## src/rtl/encoder_layer_0_attention_self_value_weight_sink.sv

```systemverilog
// Value-weight sink: captures a valid/ready stream of weight beats into an
// on-chip RAM at incrementing addresses, flags full once the tensor is in,
// and serves ce-gated readback with 2-cycle latency.
//
// Ports:
//   clk, rst        clock; synchronous active-low reset
//   data_in[]       weight elements of one beat (unpacked, PRECISION_0 each)
//   data_in_valid   beat valid
//   data_in_ready   sink can accept a beat (decoded from state)
//   load_start      single-cycle pulse, (re)starts a fill at address 0
//   full            all IN_DEPTH beats captured
//   wr_count        beats accepted in the current fill
//   rd_addr, rd_ce  read word address and read clock enable
//   rd_q            read data, 2 cycles after the address with rd_ce=1
module encoder_layer_0_attention_self_value_weight_sink #(
    parameter int unsigned VALUE_WEIGHT_TENSOR_SIZE_DIM_0 = 32,
    parameter int unsigned VALUE_WEIGHT_TENSOR_SIZE_DIM_1 = 1,
    parameter int unsigned VALUE_WEIGHT_PRECISION_0       = 16,
    parameter int unsigned VALUE_WEIGHT_PRECISION_1       = 3,
    parameter int unsigned VALUE_WEIGHT_PARALLELISM_DIM_0 = 1,
    parameter int unsigned VALUE_WEIGHT_PARALLELISM_DIM_1 = 1,
    parameter int unsigned IN_DEPTH =
        (VALUE_WEIGHT_TENSOR_SIZE_DIM_0 * VALUE_WEIGHT_TENSOR_SIZE_DIM_1) /
        (VALUE_WEIGHT_PARALLELISM_DIM_0 * VALUE_WEIGHT_PARALLELISM_DIM_1),
    parameter int unsigned BEAT_WIDTH =
        VALUE_WEIGHT_PRECISION_0 * VALUE_WEIGHT_PARALLELISM_DIM_0 * VALUE_WEIGHT_PARALLELISM_DIM_1,
    parameter int unsigned AWIDTH = $clog2(IN_DEPTH) + 1
) (
    input  logic                                clk,
    input  logic                                rst,
    input  logic [VALUE_WEIGHT_PRECISION_0-1:0] data_in [0:VALUE_WEIGHT_PARALLELISM_DIM_0*VALUE_WEIGHT_PARALLELISM_DIM_1-1],
    input  logic                                data_in_valid,
    output logic                                data_in_ready,
    input  logic                                load_start,
    output logic                                full,
    output logic [AWIDTH-1:0]                   wr_count,
    input  logic [AWIDTH-1:0]                   rd_addr,
    input  logic                                rd_ce,
    output logic [BEAT_WIDTH-1:0]               rd_q
);

    localparam int unsigned N_ELEM    = VALUE_WEIGHT_PARALLELISM_DIM_0 * VALUE_WEIGHT_PARALLELISM_DIM_1;
    localparam int unsigned ELEM_W    = VALUE_WEIGHT_PRECISION_0;
    localparam int unsigned RAM_AW    = $clog2(IN_DEPTH);
    localparam int unsigned RAM_WORDS = 1 << RAM_AW;

    typedef enum logic [1:0] {
        S_IDLE = 2'd0,
        S_FILL = 2'd1,
        S_FULL = 2'd2
    } state_t;

    state_t                r_state;
    state_t                w_state_nxt;
    logic [AWIDTH-1:0]     r_wr_count;
    logic [AWIDTH-1:0]     w_wr_count_nxt;
    logic                  w_we;
    logic [BEAT_WIDTH-1:0] w_beat;
    logic [BEAT_WIDTH-1:0] r_mem [0:RAM_WORDS-1];
    logic [BEAT_WIDTH-1:0] r_stage0;
    logic [BEAT_WIDTH-1:0] r_rd_q;
    logic                  w_unused;

    // Pack element j into bits [ELEM_W*j +: ELEM_W]; inverse of the source's unpack.
    for (genvar j = 0; j < N_ELEM; j++) begin : g_pack
        assign w_beat[ELEM_W*j +: ELEM_W] = data_in[j];
    end

    // State and fill-count registers.
    always_ff @(posedge clk) begin
        if (!rst) begin
            r_state    <= S_IDLE;
            r_wr_count <= '0;
        end else begin
            r_state    <= w_state_nxt;
            r_wr_count <= w_wr_count_nxt;
        end
    end

    // Next-state, count and write-enable decode.
    always_comb begin
        w_state_nxt    = r_state;
        w_wr_count_nxt = r_wr_count;
        w_we           = 1'b0;
        case (r_state)
            S_IDLE: begin
                if (load_start) begin
                    w_state_nxt    = S_FILL;
                    w_wr_count_nxt = '0;
                end
            end
            S_FILL: begin
                // A restart wins over a concurrent beat, which is dropped.
                if (load_start) begin
                    w_wr_count_nxt = '0;
                end else if (data_in_valid) begin
                    w_we           = rst;
                    w_wr_count_nxt = r_wr_count + AWIDTH'(1);
                    if (r_wr_count == AWIDTH'(IN_DEPTH - 1)) begin
                        w_state_nxt = S_FULL;
                    end
                end
            end
            S_FULL: begin
                if (load_start) begin
                    w_state_nxt    = S_FILL;
                    w_wr_count_nxt = '0;
                end
            end
            default: begin
                w_state_nxt    = S_IDLE;
                w_wr_count_nxt = '0;
            end
        endcase
    end

    // Weight RAM write port; contents survive reset.
    always_ff @(posedge clk) begin
        if (w_we) begin
            r_mem[r_wr_count[RAM_AW-1:0]] <= w_beat;
        end
    end

    // Two-stage ce-gated read pipeline; read-first against a same-cycle write.
    always_ff @(posedge clk) begin
        if (!rst) begin
            r_stage0 <= '0;
            r_rd_q   <= '0;
        end else if (rd_ce) begin
            r_stage0 <= r_mem[rd_addr[RAM_AW-1:0]];
            r_rd_q   <= r_stage0;
        end
    end

    assign data_in_ready = (r_state == S_FILL);
    assign full          = (r_state == S_FULL);
    assign wr_count      = r_wr_count;
    assign rd_q          = r_rd_q;

    // Out-of-range address bits and the fractional-bit count have no function here.
    assign w_unused = ^{rd_addr[AWIDTH-1:RAM_AW], 1'(VALUE_WEIGHT_PRECISION_1)};

endmodule

```

## config.mk

```make
export PLATFORM = sky130hd
export DESIGN_NAME = encoder_layer_0_attention_self_value_weight_sink
export DESIGN_NICKNAME = d
export VERILOG_FILES = /design/src/rtl/encoder_layer_0_attention_self_value_weight_sink.sv
export SDC_FILE = /design/constraint.sdc
export NUM_CORES = 1
export LEC_CHECK = 0
export ABC_AREA = 1
export CELL_PAD_IN_SITES_DETAIL_PLACEMENT = 1
export CELL_PAD_IN_SITES_GLOBAL_PLACEMENT = 1
export CORE_MARGIN = 2
export CORE_UTILIZATION = 50
export CTS_CLUSTER_SIZE = 16
export DETAILED_ROUTE_END_ITERATION = 16
export PLACE_DENSITY = 0.75
export SKIP_LAST_GASP = 1
export SYNTH_ARGS = -nofsm -noshare
export SYNTH_HDL_FRONTEND = slang
export SYNTH_SLANG_ARGS = --single-unit
```

## constraint.sdc

```tcl
create_clock -name clk -period 2.8 [get_ports clk]
set_input_delay 0.28 -clock clk [delete_from_list [all_inputs] [get_ports clk]]
set_output_delay 0.28 -clock clk [all_outputs]
set_load 0.005 [all_outputs]
```

==> results.rst <==
.. list-table::
   :header-rows: 1

   * - Metric
     - Value
   * - Peak supply drop
     - roughly 0.86 mV
   * - Global-route wire length before repair
     - 94700 um
   * - Max capacitance violation total
     - 0
   * - Overall die area
     - 46500 sq um
   * - Type of the tightest min-delay check
     - primary input to flip-flop
   * - Detailed-placement wirelength estimate
     - about 36000 um
   * - Source of the worst register-to-register timing path
     - r_state[0]
   * - Share of the synthesized area in compound gates (AO/OA/AOI/OAI)
     - around 1.6%
   * - CP top delay family
     - simple AND/OR/NAND/NOR gates
   * - Average wire per standard cell
     - around 23 um
   * - Clock Pin Slew Worst Setup and Hold Paths
     - approximately 0.060 ns
   * - Number of synthesis warnings
     - 0
   * - Largest net degree at the start of global routing
     - around 130
   * - Post-CTS setup buffer count
     - 0
   * - Cell with the largest stage delay on the worst path
     - sky130_fd_sc_hd__dfxtp_1
   * - Total overflow reported by the global router
     - 0
   * - Total of hold buffers inserted after clock tree synthesis
     - 0
   * - Avg Inst Size Synth
     - between 10 and 15 sq um
   * - Worst Setup Start Kind
     - flip-flop
   * - Worst path setup slack after routing
     - 0.6910 ns
   * - Multi-input gate area in the final layout
     - around 5400 sq um
   * - Post-synthesis share of cell area spent on full adders, half adders and majority gates
     - less than 1%
   * - Total Negative Setup Slacks
     - 0 ns
   * - Most used flip-flop cell after synthesis
     - sky130_fd_sc_hd__edfxtp_1
   * - Total core area
     - between 40000 and 50000 sq um
   * - Row count
     - 77
   * - Count of distinct cell types in the synthesized netlist
     - 25
   * - Global-route usage over all layers
     - a little over a quarter
   * - Commonest cells after routing, fill and taps aside
     - sky130_fd_sc_hd__nand2_1, sky130_fd_sc_hd__edfxtp_1, sky130_fd_sc_hd__nand3_1
   * - Post-route fraction of the period consumed by the critical path
     - roughly three quarters
   * - Sequential cell area
     - 16180 sq um
   * - Height of the die
     - around 220 um
   * - Total power density per cell area
     - ~690 nW/um^2
   * - Leading cell type in the layout, fill and taps excluded
     - sky130_fd_sc_hd__nand2_1
   * - Max Clk Rate
     - between 400 and 500 MHz
   * - Nets in the synthesized netlist
     - 1960
   * - Fraction of final layout cells sized beyond drive strength 1
     - under 10%
   * - Die Width
     - 215.6 um
   * - DRC errors left
     - 0
   * - Data required time at the worst endpoint
     - 3.11 ns
   * - Series of cell instances along the critical path
     - inv_1 -> nor2_2 -> inv_1 -> nor3_2 -> nand2_1 -> buf_4 -> nor2_1 -> buf_4
   * - Maximum count of clock buffers along a single path
     - 3
   * - Final nets
     - 2034
   * - Effective utilization at floorplan
     - about half
   * - Overall routed net length
     - around 62000 um
   * - Clock Sink Count
     - between 500 and 600
   * - Area overhead of the layout relative to synthesis
     - 13.38%
   * - Post-synthesis xor/xnor area fraction
     - 0%
   * - Number of flops mapped to enable cells by yosys
     - between 500 and 600
   * - Category of the worst setup path capture point
     - flip-flop
   * - Max-Slew Margin vs Limit
     - 47.39%
   * - IO Port Bufs
     - 49
   * - Ratio of routed vias to standard cells
     - between 5 and 6
   * - First element of the critical path
     - r_state[0]
   * - Routability congestion estimate from global placement
     - about 0.82
   * - Drt first pass iters
     - 5
   * - Register bit count reported by yosys
     - approximately 550
   * - Boundary pin count
     - 51
   * - Number of buffers and inverters on the critical path
     - 4
   * - Critical path fanouts, max
     - 12
   * - Post-place setup slack
     - 0.2872 ns
   * - Deepest level of the CTS H-tree
     - 2
   * - Clk root buf
     - sky130_fd_sc_hd__clkbuf_16
   * - Min-delay src
     - rd_ce
   * - Post-Syn Area
     - 22400 sq um
   * - Fin. max-slew vios
     - 0
   * - Post-synthesis cell count
     - 1929
   * - RSZ-0062 raised after global routing
     - false
   * - Final Setup Violations
     - 0
   * - Share of the yosys chip area belonging to registers
     - between 70 and 80%
   * - CP Class
     - flip-flop to flip-flop
   * - Arrival @ worst endpoint
     - around 2.4 ns
   * - Multiplexer share of the synthesized area
     - 0%
   * - Largest stage delay on the critical path
     - between 0.3 and 0.4 ns
   * - Fraction of the mapped netlist area in simple logic gates
     - between 20% and 30%
   * - TritonCTS clock tree
     - done
   * - Fill cell count
     - between 4000 and 5000
   * - Worst Tran Pin Value
     - between 0.7 and 0.8 ns
   * - Final min period
     - ~2.1 ns
   * - Number of vias after detailed routing
     - approximately 15000
   * - Outcome
     - finished clean
   * - Static Leak
     - 9.239 nW
   * - Async S/R FF share, synth
     - 0%
   * - Clk_lat worst skew
     - 0.63 ns
   * - CTS resizes
     - 0
   * - Antenna Nets Post-Route
     - 0
   * - Number of global-route vias before repair
     - approximately 16000
   * - Largest family of logic cells by synthesized area
     - simple AND/OR/NAND/NOR gates
   * - Final Hold Violating Endpoints
     - 0
   * - Number of buffers added by the clock tree synthesis step
     - 57
   * - Number of antenna violations at the first check in global routing
     - 0
   * - Worst Clk Skew
     - 0.01835 ns
   * - Iteration-0 DRC count of the detailed router
     - about 1300
-- cells by family after synthesis --
kind of cell,after synthesis
AOI/OAI and AO/OA,59
adders and majority gates,4
and+or+nand+nor,1174
DFF,552
buffers and inverters,140
-- synthesized netlist by cell type (2+ instances only) --
cell                       number  share of area (%)
sky130_fd_sc_hd__a21oi_1        8               0.18
sky130_fd_sc_hd__edfxtp_1     512                 69
sky130_fd_sc_hd__dfxtp_1       40                3.6
sky130_fd_sc_hd__buf_4         18               0.60
sky130_fd_sc_hd__nand2_1      674                 11
sky130_fd_sc_hd__clkbuf_1      23               0.39
sky130_fd_sc_hd__nor3_1         2              0.045
sky130_fd_sc_hd__buf_8          2               0.13
sky130_fd_sc_hd__o21ai_0       34               0.76
sky130_fd_sc_hd__buf_6         23                1.2
sky130_fd_sc_hd__a21oi_2       16               0.63
sky130_fd_sc_hd__nand3_1      420                9.4
sky130_fd_sc_hd__nor2_1        74                1.2
sky130_fd_sc_hd__ha_1           4               0.22
sky130_fd_sc_hd__nor4_1         2              0.056
sky130_fd_sc_hd__buf_2         40               0.89
sky130_fd_sc_hd__inv_1         21               0.35
sky130_fd_sc_hd__buf_1          9               0.15
-- worst register-to-register path, stage by stage, from the launching register on --
cell                      delay, ns
sky130_fd_sc_hd__dfxtp_1       0.39
sky130_fd_sc_hd__inv_1         0.09
sky130_fd_sc_hd__nor2_2        0.17
sky130_fd_sc_hd__inv_1         0.09
sky130_fd_sc_hd__nor3_2        0.29
sky130_fd_sc_hd__nand2_1       0.10
sky130_fd_sc_hd__buf_4         0.23
sky130_fd_sc_hd__nor2_1        0.19
sky130_fd_sc_hd__buf_4         0.26
-- sequential cells by signal, summed over array words and instances (netlist names) --
name,count
r_stage0,16
r_mem,512
rd_q,16
wr_count,6
r_state,2
-- report_power, final --
| group | switching (mW) | internal [mW] |
|---|---|---|
| registers | 0.0209 | 9.04 |
| clock network | 3.14 | 4.18 |
| logic | 0.810 | 0.310 |
| total | 3.97 | 13.5 |
-- layout make-up --
type	instances	share of cell area, %
antenna	1	0.009855
timing repair buffer	132	4.795
tap	592	2.917
sequential	552	63.70
inverter	23	0.3696
clock buffer	86	6.534
multi-input combinational	1237	21.09
clock inverter	21	0.5765
-- per-layer routing --
layer  vias to the layer above  track usage [%]  routed length, um
met5                         -                0                  0
met4                         0            10.32               1994
met3                       100            4.003               3702
met2                       453            44.59              29890
met1                      7577            36.71              26330
li1                       6881                -                  -
-- path summary, 6_finish.rpt --
path                   to  slack (ns)  cells after the start
max reg2reg  r_mem[24][5]        0.69                      8
min reg2reg       rd_q[3]        0.48                      2
max          r_mem[24][5]        0.69                      8
min           r_stage0[6]        0.09                      2
-- stage by stage --
step / hold slack (ns) / util [%] / cell area, sq um / cells / power [mW]
2_1_floorplan: 0.3789 / - / 22400 / 1929 / 9.853
3_3_place_gp: 0.4648 / 53.33 / 23580 / 2536 / 10.30
3_5_place_dp: 0.4680 / 53.33 / 23580 / 2536 / 10.34
4_1_cts: 0.05972 / 57.41 / 25390 / 2643 / 17.64
5_1_grt: 0.08904 / 57.41 / 25390 / 2643 / 18.03
6_report: 0.08871 / 57.42 / 25390 / 2644 / 17.51
Power figures use the tool's default switching activity.
